File: src/rtl/instruction_fetch_queue_pkg.sv
`default_nettype none
// ---------------------------------------------------------------------------
// instruction_fetch_queue_pkg : shared types and constants for the fetch queue
// Revision: 1.0
// ---------------------------------------------------------------------------
package instruction_fetch_queue_pkg;

  localparam logic [31:0] NOP_INST = 32'h0000_0013;

  typedef struct packed {
    logic [31:0] pc;
    logic [31:0] inst;
  } fetch_entry_t;

  typedef struct packed {
    logic [31:0] pc;
    logic        epoch;
  } pending_tag_t;

endpackage
`default_nettype wire

File: src/rtl/instruction_fetch_queue_sync_fifo.sv
`default_nettype none
// ---------------------------------------------------------------------------
// sync_fifo : power-of-2 synchronous FIFO with clear and occupancy count
// Revision: 1.0
// ---------------------------------------------------------------------------
module sync_fifo
  import instruction_fetch_queue_pkg::*;
#(
  parameter type T      = logic [31:0],
  parameter int  DEPTH  = 2,
  localparam int AW     = $clog2(DEPTH),
  localparam int CW     = AW + 1
) (
  input  logic          clock,
  input  logic          reset,
  input  logic          clear,
  input  logic          push,
  input  T              push_data,
  input  logic          pop,
  output T              pop_data,
  output logic          full,
  output logic          empty,
  output logic [CW-1:0] count
);

  localparam logic [CW-1:0] C_DEPTH = CW'(DEPTH);

  T              r_mem [DEPTH];
  logic [AW-1:0] r_wr_ptr;
  logic [AW-1:0] r_rd_ptr;
  logic [CW-1:0] r_count;
  logic          w_do_push;
  logic          w_do_pop;

  assign empty     = (r_count == '0);
  assign full      = (r_count == C_DEPTH);
  assign count     = r_count;
  assign pop_data  = r_mem[r_rd_ptr];
  assign w_do_pop  = pop && !empty;
  // A simultaneous pop frees the slot, so a push into a full FIFO is honoured.
  assign w_do_push = push && (!full || w_do_pop);

  always_ff @(posedge clock or posedge reset) begin
    if (reset) begin
      r_wr_ptr <= '0;
      r_rd_ptr <= '0;
      r_count  <= '0;
    end else if (clear) begin
      r_wr_ptr <= '0;
      r_rd_ptr <= '0;
      r_count  <= '0;
    end else begin
      if (w_do_push) r_wr_ptr <= r_wr_ptr + 1'b1;
      if (w_do_pop)  r_rd_ptr <= r_rd_ptr + 1'b1;
      r_count <= r_count + CW'(w_do_push) - CW'(w_do_pop);
    end
  end

  always_ff @(posedge clock) begin
    if (w_do_push && !clear) r_mem[r_wr_ptr] <= push_data;
  end

endmodule
`default_nettype wire

File: src/rtl/instruction_fetch_queue.sv
`default_nettype none
// ---------------------------------------------------------------------------
// instruction_fetch_queue : sequential imem fetch with epoch-tagged redirect
// Revision: 1.0
// ---------------------------------------------------------------------------
module instruction_fetch_queue
  import instruction_fetch_queue_pkg::*;
#(
  parameter int          DEPTH    = 2,
  parameter logic [31:0] RESET_PC = 32'h0040_0000
) (
  input  logic        clock,
  input  logic        reset,
  output logic        imem_req,
  output logic [31:0] imem_addr,
  input  logic        imem_gnt,
  input  logic        imem_rvalid,
  input  logic [31:0] imem_rdata,
  input  logic        redirect_valid,
  input  logic [31:0] redirect_pc,
  output logic        out_valid,
  input  logic        out_ready,
  output logic [31:0] out_inst,
  output logic [31:0] out_pc
);

  localparam int          CW      = $clog2(DEPTH) + 1;
  localparam logic [CW:0] C_LIMIT = (CW + 1)'(DEPTH);

  logic [31:0]   r_fetch_pc;
  logic          r_epoch;
  logic [CW-1:0] r_inflight;
  fetch_entry_t  r_last;

  pending_tag_t  w_tag_in;
  pending_tag_t  w_tag_out;
  fetch_entry_t  w_q_in;
  fetch_entry_t  w_q_head;
  logic          w_pend_full, w_pend_empty, w_q_full, w_q_empty;
  logic [CW-1:0] w_pend_count, w_q_count;
  logic          w_issue, w_pop, w_accept;
  logic [CW:0]   w_credit_used;
  logic [1:0]    w_unused;

  assign w_unused  = redirect_pc[1:0];
  assign w_pop     = out_valid && out_ready;
  // A slot being popped this cycle is already free, which sustains one fetch per cycle.
  assign w_credit_used = {1'b0, r_inflight} + {1'b0, w_q_count} - {{CW{1'b0}}, w_pop};
  assign imem_req  = !reset && !redirect_valid && (w_credit_used < C_LIMIT);
  assign imem_addr = r_fetch_pc;
  assign w_issue   = imem_req && imem_gnt;

  assign w_tag_in  = '{pc: r_fetch_pc, epoch: r_epoch};
  assign w_accept  = imem_rvalid && !redirect_valid && (w_tag_out.epoch == r_epoch);
  assign w_q_in    = '{pc: w_tag_out.pc, inst: imem_rdata};

  assign out_valid = !w_q_empty;
  assign out_pc    = w_q_empty ? r_last.pc   : w_q_head.pc;
  assign out_inst  = w_q_empty ? r_last.inst : w_q_head.inst;

  sync_fifo #(.T(pending_tag_t), .DEPTH(DEPTH)) u_pending (
    .clock     (clock),
    .reset     (reset),
    .clear     (1'b0),
    .push      (w_issue),
    .push_data (w_tag_in),
    .pop       (imem_rvalid),
    .pop_data  (w_tag_out),
    .full      (w_pend_full),
    .empty     (w_pend_empty),
    .count     (w_pend_count)
  );

  sync_fifo #(.T(fetch_entry_t), .DEPTH(DEPTH)) u_queue (
    .clock     (clock),
    .reset     (reset),
    .clear     (redirect_valid),
    .push      (w_accept),
    .push_data (w_q_in),
    .pop       (w_pop),
    .pop_data  (w_q_head),
    .full      (w_q_full),
    .empty     (w_q_empty),
    .count     (w_q_count)
  );

  always_ff @(posedge clock or posedge reset) begin
    if (reset) begin
      r_fetch_pc <= RESET_PC;
      r_epoch    <= 1'b0;
      r_inflight <= '0;
      r_last     <= '{pc: RESET_PC, inst: NOP_INST};
    end else begin
      if (redirect_valid) begin
        r_fetch_pc <= {redirect_pc[31:2], 2'b00};
        r_epoch    <= ~r_epoch;
      end else if (w_issue) begin
        r_fetch_pc <= r_fetch_pc + 32'd4;
      end
      r_inflight <= r_inflight + CW'(w_issue) - CW'(imem_rvalid);
      // Remember what decode last saw so the outputs hold while empty.
      if (!w_q_empty) r_last <= w_q_head;
    end
  end

  a_rvalid_has_tag: assert property (@(posedge clock) disable iff (reset)
    imem_rvalid |-> !w_pend_empty);
  a_inflight_tracks_tags: assert property (@(posedge clock) disable iff (reset)
    r_inflight == w_pend_count);
  a_tags_no_overflow: assert property (@(posedge clock) disable iff (reset)
    (w_issue && !imem_rvalid) |-> !w_pend_full);
  a_queue_no_overflow: assert property (@(posedge clock) disable iff (reset)
    (w_accept && !w_pop) |-> !w_q_full);

endmodule
`default_nettype wire

File: config.mk
export PLATFORM = sky130hd
export DESIGN_NAME = instruction_fetch_queue
export DESIGN_NICKNAME = d
export VERILOG_FILES = /design/src/rtl/instruction_fetch_queue_pkg.sv /design/src/rtl/instruction_fetch_queue_sync_fifo.sv /design/src/rtl/instruction_fetch_queue.sv
export SDC_FILE = /design/constraint.sdc
export NUM_CORES = 1
export LEC_CHECK = 0
export ABC_AREA = 1
export BUFFER_PORTS_ARGS = -buffer_cell sky130_fd_sc_hd__buf_2
export CAP_MARGIN = 20
export CORE_ASPECT_RATIO = 0.7
export CORE_MARGIN = 10
export CORE_UTILIZATION = 51
export DETAILED_ROUTE_END_ITERATION = 10
export GPL_ROUTABILITY_DRIVEN = 0
export PLACE_DENSITY = 0.72
export SETUP_SLACK_MARGIN = 0.4
export SKIP_LAST_GASP = 1
export SLEW_MARGIN = 20
export SYNTH_ARGS = -nofsm -noshare
export SYNTH_HDL_FRONTEND = slang
export SYNTH_SLANG_ARGS = --single-unit
File: constraint.sdc
create_clock -name clock -period 12 [get_ports clock]
set_input_delay 3.6 -clock clock [delete_from_list [all_inputs] [get_ports clock]]
set_output_delay 3.6 -clock clock [all_outputs]
set_load 0.05 [all_outputs]
==> PnR_summary.wiki <==
{| class="wikitable"
! Metric !! Value
|-
| Result of the run || completed
|-
| Share of cells above drive strength 1 || 19.0%
|-
| Via count of the first global-routing pass || 7944
|-
| Fraction of power consumed by combinational cells || 45.7%
|-
| Peak VDD IR || 152 µV
|-
| Unique cell type count in the Yosys netlist || 28
|-
| Die width || 201 µm
|-
| Clock period minus final worst setup slack || 9.08 ns
|-
| Worst-Margin Slew || 0.793 ns
|-
| NetSw || 2.00 mW
|-
| Number of antenna cells inserted || 0
|-
| Antenna violations before repair || 0
|-
| DRC marker count from the first detailed-route iteration || 663
|-
| Sequential cell area || 0.00817 mm²
|-
| Cell taking the most area after synthesis || sky130_fd_sc_hd__edfxtp_1
|-
| Max-slew violation total from the final report || 0
|-
| Terminus of the critical flop-to-flop path || u_pending.r_mem[0][11]$_DFFE_PP_
|-
| Number of buffers and inverters on the critical path || 5
|-
| Nets || 1314
|-
| Effective utilization at floorplan || 51.7%
|-
| Slowest Stage Delay on Critical Path || 0.39 ns
|-
| Reg-to-reg slack, setup || 8.04 ns
|-
| Internal power || 2.22 mW
|-
| Clock power frac || 19.6%
|-
| Portion of total power attributed to sequential cells || 34.6%
|-
| Post-Synthesis Cell Area || 0.0117 mm²
|-
| Detailed-router iteration count before antenna repair || 6
|-
| Worst Hold Endpoint || r_inflight[0]$_DFF_PP0_
|-
| Origin of the worst min-delay path || r_inflight[0]$_DFF_PP0_
|-
| Worst path cell trace || buf_2 -> inv_1 -> nor2_1 -> ha_1 -> inv_1 -> nand2_1 -> fa_1 -> xor2_1 -> nand2_1 -> inv_1 -> buf_2
|-
| Total negative slack for setup checks || 0 ns
|-
| Multiplexer fraction of the synthesized cell area || 0%
|-
| Synth Area per Inst || 10.9 µm²
|-
| Total of buffers placed on input and output ports || 161
|-
| Worst endpoint data arrival time || 5.48 ns
|-
| Count of final hold-check violations || 0
|-
| Sequential cell area fraction in the yosys report || 70.0%
|-
| Number of cells on the critical path || 11
|-
| TritonCTS Buffers || 28
|-
| Die Area || 0.0294 mm²
|-
| Leading cell types in the layout, fill and taps excluded || sky130_fd_sc_hd__nand2_1, sky130_fd_sc_hd__edfxtp_1, sky130_fd_sc_hd__buf_2
|-
| Setup skew after layout || 0.0186 ns
|-
| Num ports || 168
|-
| Post-CTS Hold Buffers || 0
|-
| Antenna violation net count after detailed routing || 0
|-
| Worst skew pair latency || 0.54 ns
|-
| CTS clk-pin slew, worst paths || 0.06 ns
|-
| Critical path launch point type || input pin
|-
| Area taken by multi-input logic gates || 0.00307 mm²
|-
| Required time of the critical path || 8.40 ns
|-
| Fill cell total of the finished layout || 1883
|-
| Dominant cells by area after synthesis || sky130_fd_sc_hd__edfxtp_1, sky130_fd_sc_hd__dfrtp_1, sky130_fd_sc_hd__nand2_1
|-
| Hold crit path type || flip-flop to flip-flop
|-
| Met2 track demand over resource in global routing || 28.6%
|-
| Root buffer cell || sky130_fd_sc_hd__clkbuf_16
|-
| Period utilisation layout || 75.7%
|-
| DRC violations left || 0
|-
| Largest net degree at the start of global routing || 65
|-
| Maximum clock rate || 110 MHz
|-
| Number of cells on the worst reg-to-reg path || 12
|-
| Post-CTS Resized || 0
|-
| Static leakage || 5.82 nW
|-
| Overall routed net length || 27400 µm
|-
| Cell mode on critical path || sky130_fd_sc_hd__inv_1
|-
| Buffers inserted during post-CTS setup optimization || 0
|-
| Global-route wire length before repair || 43800 µm
|-
| Sum of overflow across all layers after global routing || 0
|-
| Cell type group with the largest total delay on the critical path || adder cells
|-
| Critical Setup Path Class || input pin to output port
|-
| CTS HTree Levels || 1
|-
| Worst Path Max Fanout || 4
|-
| Final Setup Violations || 0
|-
| Adder-cell share of the synthesized area || 1.14%
|-
| Startpoint of the worst register-to-register path || u_queue.count[1]$_DFF_PP0_
|-
| Total of warnings raised by yosys || 0
|-
| Flops & latches, synth || 289
|-
| TritonCTS sink count || 289
|-
| Xor-xnor portion of the synthesized cell area || 0.975%
|-
| Fraction of met1 tracks used by global routing || 26.2%
|-
| Routed wire length per instance || 17.5 µm
|-
| Core Area || 0.0226 mm²
|-
| Cell Pwr Density || 310 mW/mm²
|-
| Worst max-slew margin expressed relative to the limit || 47.1%
|-
| Unrepaired setup endpoints after global routing || false
|-
| Number of core rows || 46
|-
| Main combinational cell family by area after synthesis || simple AND/OR/NAND/NOR gates
|-
| Fraction of power spent switching nets || 47.4%
|-
| Die height || 147 µm
|-
| Leading cell type in the layout, fill and taps excluded || sky130_fd_sc_hd__nand2_1
|-
| Max cap viols || 0
|-
| M3 GR Usage || 3.80%
|-
| Slowest-stage cell, CP || sky130_fd_sc_hd__fa_1
|-
| Pwr Total || 4.23 mW
|-
| Vias post-DR || 7999
|-
| Setup crit end kind || output port
|-
| Post-detailed-placement half-perimeter wirelength || 17700 µm
|-
| Syn-to-layout area delta || 16.7%
|-
| Global routing's busiest layer || met2
|-
| Top-area cell type share of the netlist area || 47.8%
|-
| Combined global-route utilization of all metal layers || 18.4%
|-
| Maximum clock path buffer count || 3
|-
| Synthesized-area fraction occupied by ao, oa, aoi and oai cells || 5.89%
|-
| TritonCTS clock tree || built
|-
| Post-Synthesis Cells || 1075
|-
| Via-to-Cell Ratio || 5.10
|-
| Number of cells traversed by the worst hold path || 1
|-
| Simple logic cell fraction of the synthesized area || 18.0%
|}
==> logic make-up after synthesis <==
family / count (synthesis)
compound gates: 134
xor+xnor: 13
fa+ha+maj: 10
buf+inv: 109
flops: 289
other cells: 1
simple gates: 519
==> metal layers <==
| metal | up-vias | wire, µm |
|---|---|---|
| met5 | - | 0 |
| met1 | 3801 | 12500 |
| met4 | 0 | 321 |
| met3 | 31 | 2140 |
| met2 | 274 | 12400 |
| li1 | 3893 | - |
==> flip-flops by register name (all words and copies together), names as in the netlist <==
name                count
r_epoch                 1
u_queue.r_mem         124
u_pending.r_mem        62
u_pending.r_rd_ptr      1
imem_addr              30
u_queue.r_wr_ptr        1
u_pending.count         2
u_queue.count           2
r_inflight              2
r_last                 62
u_queue.r_rd_ptr        1
u_pending.r_wr_ptr      1
==> how the worst max path moves through the flow <==
| stage | startpoint | to | slack [ns] |
|---|---|---|---|
| 2_1_floorplan | out_ready | imem_req | 3.18 |
| 3_3_place_gp | out_ready | imem_req | 2.97 |
| 3_5_place_dp | out_ready | imem_req | 2.93 |
| 4_1_cts | out_ready | imem_req | 2.91 |
| 5_1_grt | out_ready | imem_req | 2.73 |
| 6_report | out_ready | imem_req | 2.92 |
==> Yosys cell counts, drive strengths merged <==
cell	number
fa	1
nand4	1
nand3	72
o21bai	7
nor2	113
xnor2	8
xor2	5
dfrtp	98
nand3b	2
o21ai	2
clkbuf	28
buf	18
inv	63
nand2	328
edfxtp	186
a21oi	125
or2	1
conb	1
dfstp	5
and2	2
ha	9
==> through the flow <==
stage	instance area (µm²)	utilization (%)	setup WS, ns	std cells	hold WS (ns)
6_report	13600	60.4	2.92	1567	0.511
5_1_grt	13600	60.4	2.73	1567	0.521
2_1_floorplan	11700	-	3.18	1078	0.471
3_3_place_gp	12800	56.5	2.97	1516	0.485
4_1_cts	13600	60.4	2.91	1567	0.508
3_5_place_dp	12800	56.5	2.93	1516	0.495
==> power by group through the flow <==
stage          Combinational [mW]  Clock, mW  Sequential (mW)
6_report                     1.93      0.830             1.46
5_1_grt                      2.09      0.889             1.49
4_1_cts                      1.96      0.846             1.46
3_5_place_dp                 1.95          0             1.48
3_3_place_gp                 1.92          0             1.47
2_1_floorplan                1.39          0             1.53
==> cell type report <==
| type | count | area share (%) |
|---|---|---|
| Clock inverter | 10 | 0.579 |
| Sequential cell | 289 | 60.0 |
| Clock buffer | 41 | 5.80 |
| Timing Repair Buffer | 172 | 6.52 |
| Multi-Input combinational cell | 680 | 22.5 |
| Inverter | 63 | 1.75 |
| Tap cell | 312 | 2.87 |
Power figures use the tool's default switching activity.
